File: config.mk
export PLATFORM = sky130hd
export DESIGN_NAME = ripple_count_capture_flat
export DESIGN_NICKNAME = d
export VERILOG_FILES = /design/src/rtl/ripple_capture_pkg.sv /design/src/rtl/ripple_count_capture_if.sv /design/src/rtl/ripple_sync_filter.sv /design/src/rtl/ripple_count_capture.sv /design/src/flat_wrapper.sv
export SDC_FILE = /design/constraint.sdc
export NUM_CORES = 1
export LEC_CHECK = 0
export BUFFER_PORTS_ARGS = -buffer_cell sky130_fd_sc_hd__buf_4
export CAP_MARGIN = 5
export CORE_MARGIN = 5
export CORE_UTILIZATION = 40
export CTS_BUF_LIST = sky130_fd_sc_hd__clkbuf_8
export DETAILED_ROUTE_END_ITERATION = 8
export PLACE_DENSITY = 0.67
export SLEW_MARGIN = 15
export SYNTH_ARGS = -nofsm -noshare
export SYNTH_HDL_FRONTEND = slang
export SYNTH_HIERARCHICAL = 1
export SYNTH_SLANG_ARGS = --single-unit
File: constraint.sdc
create_clock -name clk -period 5.31 [get_ports clk]
set_input_delay 0 -clock clk [delete_from_list [all_inputs] [get_ports clk]]
set_output_delay 0 -clock clk [all_outputs]
set_load 0.05 [all_outputs]
File: src/rtl/ripple_capture_pkg.sv
// Shared types, default widths and the wrap test used by the ripple counter capture block.
package ripple_capture_pkg;

  typedef enum logic {
    INIT  = 1'b0,
    TRACK = 1'b1
  } cap_state_t;

  localparam int CNT_W_DEF    = 4;
  localparam int EXT_W_DEF    = 12;
  localparam int STABLE_N_DEF = 2;

  // A forward-only counter whose new low value is below the old one has rolled over.
  function automatic logic wrapped(input logic [31:0] new_low, input logic [31:0] old_low);
    return new_low < old_low;
  endfunction

endpackage

File: src/rtl/ripple_count_capture_if.sv
// Bus between the ripple counter capture block and its user; snap signals exist only
// when RIPPLE_CAPTURE_SNAPSHOT_EN is defined.
interface ripple_count_capture_if
  import ripple_capture_pkg::*;
#(
  parameter int CNT_W = CNT_W_DEF,
  parameter int EXT_W = EXT_W_DEF
);

  logic [CNT_W-1:0] q_in;
  logic             clr;
  logic [EXT_W-1:0] cmp_val;
  logic [EXT_W-1:0] count;
  logic             count_vld;
  logic             match;
  logic             wrap;
  logic             ovf;

`ifdef RIPPLE_CAPTURE_SNAPSHOT_EN
  logic             snap;
  logic [EXT_W-1:0] snap_count;

  modport master (
    output q_in, clr, cmp_val, snap,
    input  count, count_vld, match, wrap, ovf, snap_count
  );

  modport slave (
    input  q_in, clr, cmp_val, snap,
    output count, count_vld, match, wrap, ovf, snap_count
  );
`else
  modport master (
    output q_in, clr, cmp_val,
    input  count, count_vld, match, wrap, ovf
  );

  modport slave (
    input  q_in, clr, cmp_val,
    output count, count_vld, match, wrap, ovf
  );
`endif

endinterface

File: src/rtl/ripple_sync_filter.sv
// Two-flop synchroniser plus stability filter for a glitchy asynchronous ripple count.
// Accept fires STABLE_N+1 edges after q_in settles; no backpressure, runs every cycle.
module ripple_sync_filter
  import ripple_capture_pkg::*;
#(
  parameter int CNT_W    = CNT_W_DEF,
  parameter int STABLE_N = STABLE_N_DEF
) (
  input  logic             clk,
  input  logic             rst,
  input  logic [CNT_W-1:0] q_in,
  output logic             accept,
  output logic [CNT_W-1:0] acc_val
);

  localparam int STAB_W = $clog2(STABLE_N) + 1;
  localparam logic [STAB_W-1:0] STAB_MAX = STAB_W'(STABLE_N - 1);

  logic [CNT_W-1:0]  s1;
  logic [CNT_W-1:0]  s2;
  logic [CNT_W-1:0]  s2_d;
  logic [CNT_W-1:0]  acc;
  logic [STAB_W-1:0] stab;
  logic [STAB_W-1:0] run;
  logic              stab_ok;

  // run = consecutive equal samples including this cycle, saturating at STABLE_N-1
  always_comb begin
    run = '0;
    if (s2 == s2_d) begin
      run = (stab == STAB_MAX) ? STAB_MAX : stab + 1'b1;
    end
  end

  generate
    if (STABLE_N == 1) begin : g_no_filter
      assign stab_ok = 1'b1;
    end else begin : g_filter
      assign stab_ok = (run == STAB_MAX);
    end
  endgenerate

  assign accept  = stab_ok && (s2 != acc);
  assign acc_val = s2;

  always_ff @(posedge clk or posedge rst) begin
    if (rst) begin
      s1   <= '0;
      s2   <= '0;
      s2_d <= '0;
      stab <= '0;
      acc  <= '0;
    end else begin
      s1   <= q_in;
      s2   <= s1;
      s2_d <= s2;
      stab <= run;
      if (accept) begin
        acc <= s2;
      end
    end
  end

endmodule

File: src/rtl/ripple_count_capture.sv
// Extends a filtered ripple count into EXT_W bits with vld/match/wrap pulses and sticky ovf.
// Count updates STABLE_N+2 edges after q_in settles; no backpressure, strobes are 1-cycle.
// Optional snapshot register under RIPPLE_CAPTURE_SNAPSHOT_EN.
module ripple_count_capture
  import ripple_capture_pkg::*;
#(
  parameter int CNT_W    = CNT_W_DEF,
  parameter int EXT_W    = EXT_W_DEF,
  parameter int STABLE_N = STABLE_N_DEF
) (
  input  logic                   clk,
  input  logic                   rst,
  ripple_count_capture_if.slave  bus
);

  localparam int UP_W = EXT_W - CNT_W;

  logic             accept;
  logic [CNT_W-1:0] acc_val;

  cap_state_t       state, state_n;
  logic [UP_W-1:0]  upper, upper_n;
  logic [CNT_W-1:0] low, low_n;
  logic             vld_q, vld_n;
  logic             wrap_q, wrap_n;
  logic             match_q, match_n;
  logic             ovf_q, ovf_n;

  ripple_sync_filter #(
    .CNT_W    (CNT_W),
    .STABLE_N (STABLE_N)
  ) u_filter (
    .clk     (clk),
    .rst     (rst),
    .q_in    (bus.q_in),
    .accept  (accept),
    .acc_val (acc_val)
  );

  always_comb begin
    state_n = state;
    upper_n = upper;
    low_n   = low;
    vld_n   = 1'b0;
    wrap_n  = 1'b0;
    ovf_n   = ovf_q;
    if (bus.clr) begin
      // an accept landing in the clear cycle is dropped; the next one re-baselines
      upper_n = '0;
      ovf_n   = 1'b0;
      state_n = INIT;
    end else if (accept) begin
      vld_n = 1'b1;
      low_n = acc_val;
      if (state == INIT) begin
        upper_n = '0;
        state_n = TRACK;
      end else if (wrapped(32'(acc_val), 32'(low))) begin
        wrap_n  = 1'b1;
        upper_n = upper + 1'b1;
        if (&upper) begin
          ovf_n = 1'b1;
        end
      end
    end
    match_n = vld_n && ({upper_n, low_n} == bus.cmp_val);
  end

  always_ff @(posedge clk or posedge rst) begin
    if (rst) begin
      state   <= INIT;
      upper   <= '0;
      low     <= '0;
      vld_q   <= 1'b0;
      wrap_q  <= 1'b0;
      match_q <= 1'b0;
      ovf_q   <= 1'b0;
    end else begin
      state   <= state_n;
      upper   <= upper_n;
      low     <= low_n;
      vld_q   <= vld_n;
      wrap_q  <= wrap_n;
      match_q <= match_n;
      ovf_q   <= ovf_n;
    end
  end

  assign bus.count     = {upper, low};
  assign bus.count_vld = vld_q;
  assign bus.wrap      = wrap_q;
  assign bus.match     = match_q;
  assign bus.ovf       = ovf_q;

`ifdef RIPPLE_CAPTURE_SNAPSHOT_EN
  logic [EXT_W-1:0] snap_q;

  // samples the registered count, so a coincident update yields the pre-update value
  always_ff @(posedge clk or posedge rst) begin
    if (rst) begin
      snap_q <= '0;
    end else if (bus.snap) begin
      snap_q <= {upper, low};
    end
  end

  assign bus.snap_count = snap_q;
`endif

endmodule

File: src/flat_wrapper.sv
// flat-port wrapper written by rule: the top's interface ports become plain ports
module ripple_count_capture_flat import ripple_capture_pkg::*;
#(
  parameter int CNT_W    = CNT_W_DEF,
  parameter int EXT_W    = EXT_W_DEF,
  parameter int STABLE_N = STABLE_N_DEF
)
  (clk, rst, bus_q_in, bus_clr, bus_cmp_val, bus_count, bus_count_vld, bus_match, bus_wrap, bus_ovf);
  ripple_count_capture_if #(.CNT_W(CNT_W), .EXT_W(EXT_W)) bus_i ();
  input  logic clk;
  input  logic rst;
  input wire logic [$bits(bus_i.q_in)-1:0] bus_q_in;
  input wire logic [$bits(bus_i.clr)-1:0] bus_clr;
  input wire logic [$bits(bus_i.cmp_val)-1:0] bus_cmp_val;
  output wire logic [$bits(bus_i.count)-1:0] bus_count;
  output wire logic [$bits(bus_i.count_vld)-1:0] bus_count_vld;
  output wire logic [$bits(bus_i.match)-1:0] bus_match;
  output wire logic [$bits(bus_i.wrap)-1:0] bus_wrap;
  output wire logic [$bits(bus_i.ovf)-1:0] bus_ovf;
  assign bus_i.q_in = bus_q_in;
  assign bus_i.clr = bus_clr;
  assign bus_i.cmp_val = bus_cmp_val;
  assign bus_count = bus_i.count;
  assign bus_count_vld = bus_i.count_vld;
  assign bus_match = bus_i.match;
  assign bus_wrap = bus_i.wrap;
  assign bus_ovf = bus_i.ovf;
  ripple_count_capture #(.CNT_W(CNT_W), .EXT_W(EXT_W), .STABLE_N(STABLE_N)) u_core (.clk(clk), .rst(rst), .bus(bus_i));
endmodule
Word level (Yosys, flattened, before mapping)
Index checks and enable logic that the tools add are counted.
{"block": "totals", "elab_cells": 49, "ram_bits": 0, "out_inout_bits": 16, "reg_bits": 35, "inputBits": 19, "latch_bits": 0, "n_memories": 0, "rom_bits": 0}
{"block": "classes", "eq_ne": 5, "shift": 0, "bitwise": 0, "div_mod_pow": 0, "order_cmp": 1, "reduce_logical": 8, "n_mux": 21, "n_mul": 0, "n_addsub": 2}
{"cell": "8-bit 2-to-1 mux", "count": 4}
{"cell": "1-bit 2-to-1 mux", "count": 13}
{"cell": "12-bit equality test", "count": 1}
{"cell": "8-bit by 1-bit adder with 8-bit output, second input constant", "count": 1}
{"cell": "4-bit 2-to-1 mux", "count": 2}
{"cell": "8-bit AND reduction", "count": 1}
{"cell": "2-bit nonzero test", "count": 4}
{"cell": "2-bit by 1-bit equality test with 1-bit output, second input constant", "count": 2}
{"cell": "4-bit equality test", "count": 1}
{"cell": "4-bit < comparator", "count": 1}
{"cell": "2-bit 2-to-1 mux", "count": 2}
{"cell": "4-bit != test", "count": 1}
{"cell": "4-bit AND reduction", "count": 1}
{"cell": "2-bit by 1-bit adder with 2-bit output, second input constant", "count": 1}
{"cell": "1-bit logical AND", "count": 2}

Logic depth before layout (Yosys ltp)
Gate-level depths: netlist of the first run.
{"block": "depth", "word_depth": 9, "mapped_depth": 11, "depth_no_buf": 9}

Hierarchy
Netlist of the first run, hierarchy kept.
{"mod": "ripple_count_capture", "area_each_um2": 1241.2, "cells_each": 133, "seq_area_each_um2": 425.4, "n_inst": 1}
{"mod": "ripple_sync_filter", "area_each_um2": 620.6, "cells_each": 37, "seq_area_each_um2": 450.4, "n_inst": 1}

Worst setup path after synthesis of the first run
No wires, ideal clock.
{"block": "synth_path", "path_kind": "reg2reg", "from": "register u_core.low[3]", "to": "register u_core.match_q, in the netlist u_core/bus.match", "period_less_slack_ps": 2683, "t_arrival_ps": 2572, "setup_ps": 111, "setup_slack_ps": 2627, "path_stages_with_launch": 9, "n_path_buf": 0, "required_ps": 5199, "cell_sequence": "dfrtp_1 > inv_1 > ha_1 > a21oi_1 > o211ai_1 > or3_4 > a2111oi_4 > a2111oi_2 > a2111oi_2"}
{"block": "synth_via", "elab_chain_cells": 7, "elab_cells_between_ends": 9, "cone_classes": "1 x order compare; 1 x eq/ne; 6 x mux; 1 x reduce/logical"}
{"element": "start, declared", "line_no": "ripple_count_capture.sv:23", "rtl": "logic [CNT_W-1:0] low, low_n;"}
{"element": "start signal, assigned", "line_no": "ripple_count_capture.sv:81", "rtl": "low <= low_n;"}
{"element": "4-bit < comparator", "line_no": "ripple_capture_pkg.sv:15", "rtl": "return new_low < old_low;"}
{"element": "8-bit 2-to-1 mux", "line_no": "ripple_count_capture.sv:58", "rtl": "end else if (wrapped(32'(acc_val), 32'(low))) begin"}
{"element": "8-bit 2-to-1 mux", "line_no": "ripple_count_capture.sv:55", "rtl": "if (state == INIT) begin"}
{"element": "8-bit 2-to-1 mux", "line_no": "ripple_count_capture.sv:52", "rtl": "end else if (accept) begin"}
{"element": "8-bit 2-to-1 mux", "line_no": "ripple_count_capture.sv:47", "rtl": "if (bus.clr) begin"}
{"element": "12-bit equality test *", "line_no": "ripple_count_capture.sv:66", "rtl": "match_n = vld_n && ({upper_n, low_n} == bus.cmp_val);"}
{"element": "1-bit logical AND *", "line_no": "ripple_count_capture.sv:66"}
{"element": "net u_core.match_n", "line_no": "ripple_count_capture.sv:26", "rtl": "logic match_q, match_n;"}
{"element": "end signal, assigned", "line_no": "ripple_count_capture.sv:84", "rtl": "match_q <= match_n;"}
{"element": "end, declared", "line_no": "ripple_count_capture.sv:26"}
The timed path passes the listed nets; every way through them passes the cells marked *.
A chain may end at the register's enable or synchronous reset.

Final worst setup path of the first run
{"block": "layout_path", "from": "register u_core.u_filter.s2[0], in the netlist u_core/u_filter/acc_val[0]", "to": "register u_core.match_q, in the netlist u_core/bus.match"}
{"block": "layout_via", "elab_chain_cells": 8, "elab_cells_between_ends": 16, "cone_classes": "1 x order compare; 4 x eq/ne; 9 x mux; 2 x reduce/logical"}
{"element": "start, declared", "line_no": "ripple_sync_filter.sv:20", "rtl": "logic [CNT_W-1:0] s2;"}
{"element": "start signal, assigned", "line_no": "ripple_sync_filter.sv:49", "rtl": "s2 <= '0;"}
{"element": "start signal, assigned", "line_no": "ripple_sync_filter.sv:55", "rtl": "s2 <= s1;"}
{"element": "4-bit equality test", "line_no": "ripple_sync_filter.sv:30", "rtl": "if (s2 == s2_d) begin"}
{"element": "2-bit 2-to-1 mux", "line_no": "ripple_sync_filter.sv:30"}
{"element": "2-bit by 1-bit equality test with 1-bit output", "line_no": "ripple_sync_filter.sv:39", "rtl": "assign stab_ok = (run == STAB_MAX);"}
{"element": "1-bit logical AND *", "line_no": "ripple_sync_filter.sv:43", "rtl": "assign accept = stab_ok && (s2 != acc);"}
{"element": "net u_core.accept", "line_no": "ripple_count_capture.sv:18", "rtl": "logic accept;"}
{"element": "4-bit 2-to-1 mux or 8-bit 2-to-1 mux (tied branches)", "line_no": "ripple_count_capture.sv:52"}
{"element": "4-bit 2-to-1 mux or 8-bit 2-to-1 mux (tied branches)", "line_no": "ripple_count_capture.sv:47"}
{"element": "12-bit equality test", "line_no": "ripple_count_capture.sv:66"}
{"element": "1-bit logical AND *", "line_no": "ripple_count_capture.sv:66"}
{"element": "net u_core.match_n", "line_no": "ripple_count_capture.sv:26"}
Marked as above.

==> results of run 1 <==
[layout make-up]
| type | count | area [um^2] | area share |
|---|---|---|---|
| multi-input cells | 119 | 908 | 0.393 |
| flip-flops and latches | 35 | 876 | 0.379 |
| repair buffers | 40 | 315 | 0.137 |
| clock buffers | 5 | 68.8 | 0.0298 |
| well taps | 52 | 65.1 | 0.0282 |
| clock inverters | 2 | 37.5 | 0.0163 |
| inverters | 10 | 37.5 | 0.0163 |
[cell usage in the layout (no fill, tap or decap), types with 2 or more instances in the layout]
cell type / count
a2111oi_2: 3
a21oi_1: 9
and3_1: 2
buf_4: 34
clkbuf_8: 5
dfrtp_1: 35
dlygate4sd3_1: 6
ha_1: 4
inv_1: 10
mux2_1: 3
nand2_1: 5
nand3_1: 2
nand4_1: 3
nor2_1: 12
nor2b_1: 2
nor3_1: 4
nor3b_1: 4
nor4_1: 3
o2111a_1: 2
o211ai_1: 5
o21a_1: 3
o21ai_0: 7
or3_1: 3
xnor2_1: 5
xor2_1: 11
[registers in the layout (all words and copies together), names as in the netlist]
register / flops
u_core/upper: 8
u_core/low: 4
u_core/u_filter/acc: 4
u_core/u_filter/acc_val: 4
u_core/u_filter/s1: 4
u_core/u_filter/s2_d: 4
u_core/u_filter/stab: 2
u_core/bus.count_vld: 1
u_core/bus.match: 1
u_core/bus.ovf: 1
u_core/bus.wrap: 1
u_core/state: 1
[cells by family (layout without fill, tap and decap cells)]
| family | Yosys count | after routing | synth area share |
|---|---|---|---|
| xor+xnor | 16 | 16 | 0.0753 |
| compound gates | 38 | 38 | 0.162 |
| mux | 6 | 6 | 0.0376 |
| buf+inv | 16 | 57 | 0.0417 |
| simple gates | 55 | 55 | 0.186 |
| fa+ha+maj | 4 | 4 | 0.0269 |
| flops | 35 | 35 | 0.470 |
[per-layer routing]
layer	wire length [um]	global-route usage	part of all wire
met1	1940	0.193	0.46
met2	1950	0.218	0.47
met3	208	0.0389	0.050
met4	78	0.0699	0.019
met5	0	0	0
[power breakdown]
| part | switching, mW | internal (mW) | total [mW] |
|---|---|---|---|
| sequential | 0.0229 | 0.299 | 0.322 |
| combinational | 0.132 | 0.0773 | 0.210 |
| clock | 0.0989 | 0.137 | 0.236 |
[worst min-delay path: stages]
cell	delay, ns
buf_4	0.10
or3_1	0.11
a2111oi_2	0.06
[worst max-delay path by stage]
stage,from,endpoint,slack (ns),cells after the start
after floorplan,u_core/low[3],u_core/bus.match,2.63,8
after global placement,u_core/u_filter/acc_val[0],u_core/bus.match,1.88,8
after detailed placement,u_core/u_filter/acc_val[2],u_core/bus.match,1.63,8
after CTS,u_core/u_filter/acc_val[0],u_core/bus.match,1.64,8
after global routing,u_core/u_filter/acc_val[2],u_core/bus.match,1.33,8
final,u_core/u_filter/acc_val[0],u_core/bus.match,1.61,8
[per-stage QoR]
stage	utilization	area (um^2)	setup slack [ns]	hold slack, ns	std cells
6_report	0.519	2310	1.61	0.0251	263
4_1_cts	0.519	2310	1.64	0.0215	263
3_3_place_gp	0.482	2140	1.88	0.110	250
5_1_grt	0.519	2310	1.33	0.0388	263
3_5_place_dp	0.482	2140	1.63	0.110	250
2_1_floorplan	-	1860	2.63	-0.0739	170
[timing repair]
item / in CTS / in global routing
hold buffers: 6 / 0
endpoints found under the hold margin: 44 / 0
endpoints found under the setup margin: 0 / 0
==> metrics, run 1 <==
status finished clean; Initial DRC Count 115; Gate Count Post-Synth 170; Max stage delay on crit path 0.79 ns; final setup fails 0; Sink Count 35; largest net degree at the start of global routing 19; RSZ-0062 raised after global routing false; DR vias/cell 5.45; asr flop ratio synth 1.00; clock skew 0.00921 ns; count leader, synth dfrtp_1; Top delay family on crit path simple AND/OR/NAND/NOR gates; relative slew slack 0.381; WL final 4180 um; DPL Wire Length 2970 um; DR pass1 iterations 4; crit-path max FO 11; max-cap violation count 0; max-slew violation count 0; Ports 35; Die Y 78.2 um; Root Buffer clkbuf_8; Critical Path Start Type flip-flop; area grow syn2layout 24.0%; cell mode on critical path a2111oi_2; first-pass GRT wire length 6900 um; TritonCTS buffer count 5; post-layout min period roughly 3.7 ns; Worst Hold End u_core/bus.match; Syn Nets between 150 and 200; Syn Area/Cell roughly 11 um^2; Power Total 0.767 mW; buffers added on ports 34; Reg2Reg Depth 8; Post-synth EDFFs 0; worst-skew pair later-pin latency 0.29 ns; WP data required 5.49 ns; Placer Congestion 0.768; Arr. time, crit path 3.88 ns; initial antenna violation count 0; Slowest-stage cell, CP nor3_1; Synth area leaders dfrtp_1 (47%), xor2_1 (5.2%), ha_1 (2.7%), a21oi_1 (2.4%), a2111oi_2 (2.4%); final hold violation count 0; Cell Area, Synth around 0.0019 mm^2; Nets 234; Lkg Pwr 1.00 nW; CTS tree done; sequential cell area fraction in the yosys report 0.470; CP cell instances xnor2_1 > nand4_2 > nor3_1 > o211ai_1 > or3_4 > a2111oi_4 > a2111oi_2 > a2111oi_2; Top FF cell, synth dfrtp_1; CP Buf/Inv Count 0; Synth Register Bits 35; postcts setup bufs 0; total gr overflow 0; die width ~78 um; synthesis warning total 6; power density over the cells 332 mW/mm^2; H-tree levels 2; Crit. End Element flip-flop; drt drc 0; Worst-Margin Slew 0.922 ns; core area 0.00444 mm^2; Initial Utilization 0.419; count of cell types in the netlist 52; total track usage 0.145; WHS Path Cells 3; Crit Path Class reg -> reg; Worst-path clk slew 0.07 ns; largest area contributor in the netlist dfrtp_1; FF-to-FF setup slack 1.61 ns; fillcell total between 300 and 400; worst reg2reg path startpoint u_core/u_filter/acc_val[0]; Synth top area share 0.470; via count 1433; worst reg2reg endpoint u_core/bus.match; synth cell count leaders dfrtp_1 (35), nor2_1 (12), xor2_1 (11); Hold Startpoint bus_cmp_val[8]; fmax 271 MHz; crit share post-route 0.696; ratio of cells with drive above 1 in the final layout 0.256; clk buf depth 2; Gates resized, CTS repair 0; diode count 0; Die ar. a little over 0.006 mm^2; Sum Neg Setup Slack 0 ns; DR WL/cell around 16 um; final antenna-violating net count 0; FP Rows 24; vias in the first global route 1463; maximum vdd drop around 0.24 mV; worst min path class in -> reg
No activity file was read; power rests on OpenSTA's default activity.
==> inputs of run 2 (changes only) <==
clock period = 3.6 ns   (was 5.31 ns; I/O delays follow)
==> run 2 against run 1 <==
Against the previous run: fmax increased by 20%; worst setup slack got worse by 1.1 ns; register-to-register slack worse by 1.1 ns; cell count increased by 1.1%; cell area is 0.54% higher; core utilization increased by 0.28 points; clock power up 31%; die area stayed put; power up 43%; first-iteration DRC count up 24%; hold slack improved by 0.026 ns; via count down 0.14%; critical path type unchanged; critical endpoint unchanged; highest routed layer unchanged.
==> metrics, run 2 (same netlist as run 1, synthesis figures left out) <==
status finished clean; fmax roughly 320 MHz; Worst-Margin Slew 0.742 ns; die width 78.2 um; core area 0.00444 mm^2; max reg flops 8; max-slew violation count 0; Final Hold Slack about 0.051 ns; worst-skew pair later-pin latency 0.29 ns; Final Non-Filler Cells 266; drt drc 0; TritonCTS buffer count 5; maximum vdd drop around 0.32 mV; Nets 236; largest net degree at the start of global routing 19; final core occ 0.522; Sink Count 35; Crit Path Class reg -> reg; commonest non-fill, non-tap cell in the layout buf_4; DPL Wire Length 3080 um; placed cells roughly 250; clock skew around 0.0063 ns; DR WL/cell 15.5 um; power density over the cells 472 mW/mm^2; CTS tree done; diode count 0; Top reg by flops u_core/upper; WP data required roughly 3.8 ns; DR pass1 iterations 4; area grow syn2layout 24.7%; Critical Path End u_core/bus.match; clk buf depth 2; crit share post-route 0.858; Die Y 78.2 um; first-pass GRT wire length 6980 um; Ports 35; postcts setup bufs 0; worst min path class in -> reg; Lkg Pwr 1.01 nW; ratio of cells with drive above 1 in the final layout 0.271; total track usage 0.148; RSZ-0062 raised after global routing false; Reg2Reg Depth 9; Sum Neg Setup Slack 0 ns; Initial DRC Count 143; final antenna-violating net count 0; final setup fails 0; FF-to-FF setup slack just over 0.5 ns; crit-path max FO 9; Initial Utilization 0.419; initial antenna violation count 0; Critical Path Start Type flip-flop; vias in the first global route 1422; DR vias/cell 5.38; total gr overflow 0; Placer Congestion 0.823; H-tree levels 2; buffers added on ports 34; Arr. time, crit path 3.26 ns; Root Buffer clkbuf_8; fillcell total 397; post-layout min period around 3.1 ns; Worst-path clk slew ~0.07 ns; max-cap violation count 0; worst reg2reg path startpoint u_core/u_filter/acc_val[2]; Critical Path Source u_core/u_filter/acc_val[2]; Die ar. 0.00612 mm^2; most frequent cells in the layout buf_4 (36), dfrtp_1 (35), nor2_1 (12); relative slew slack 0.505; worst reg2reg endpoint u_core/bus.match; final hold violation count 0; WL final about 4100 um; Crit. End Element flip-flop; FP Rows 24; via count between 1000 and 1500
-- run 2: what timing repair did --
item / CTS / global route
gates resized for setup: 0 / 1
endpoints found under the hold margin: 45 / 0
endpoints found under the setup margin: 0 / 1
hold buffers: 6 / 0
-- run 2: area by class of cell --
class / instances / area (um^2) / share of cell area
clock buffers: 6 / 82.6 / 0.0356
well taps: 52 / 65.1 / 0.0280
repair buffers: 42 / 330 / 0.142
flip-flops and latches: 35 / 876 / 0.377
multi-input cells: 119 / 913 / 0.394
inverters: 10 / 37.5 / 0.0162
clock inverters: 2 / 16.3 / 0.00701
-- run 2: power breakdown --
group          switching, mW  internal, mW
combinational          0.196         0.116
clock                  0.152         0.156
sequential            0.0341         0.440
total                  0.383         0.713
-- run 2: routing by layer --
| metal | GRT usage | routed length (um) | part of all wire | vias up |
|---|---|---|---|---|
| met4 | 0.0629 | 72 | 0.017 | 0 |
| li1 | - | - | - | 703 |
| met1 | 0.206 | 1990 | 0.48 | 675 |
| met5 | 0 | 0 | 0 | - |
| met3 | 0.0389 | 225 | 0.054 | 8 |
| met2 | 0.217 | 1850 | 0.45 | 45 |
-- run 2: worst min-delay path by stage --
stage / startpoint / endpoint / cells past startpoint
2_1_floorplan: rst / u_core/bus.count_vld / 1
3_3_place_gp: bus_q_in[2] / u_core/u_filter/s1[2] / 1
3_5_place_dp: bus_q_in[3] / u_core/u_filter/s1[3] / 1
4_1_cts: bus_cmp_val[8] / u_core/bus.match / 3
5_1_grt: bus_cmp_val[8] / u_core/bus.match / 3
6_report: bus_cmp_val[8] / u_core/bus.match / 3
-- run 2: critical path, stage by stage (launching register included) --
cell and delay [ns]:
dfrtp_1 0.48, xnor2_1 0.22, nand4_2 0.20, nor3_2 0.48, and3_1 0.28, o211ai_1 0.16
or3_1 0.38, a221oi_1 0.34, a2111oi_2 0.08, a2111oi_2 0.35
-- run 2: stage by stage --
stage / total power [mW] / worst slack, ns / instance area, um^2
finish: 1.10 / 0.510 / 2320
global route: 1.16 / 0.180 / 2320
CTS: 1.11 / 0.273 / 2320
detailed placement: 0.791 / 0.282 / 2160
global placement: 0.790 / 0.447 / 2160
floorplan: 0.694 / 0.917 / 1860
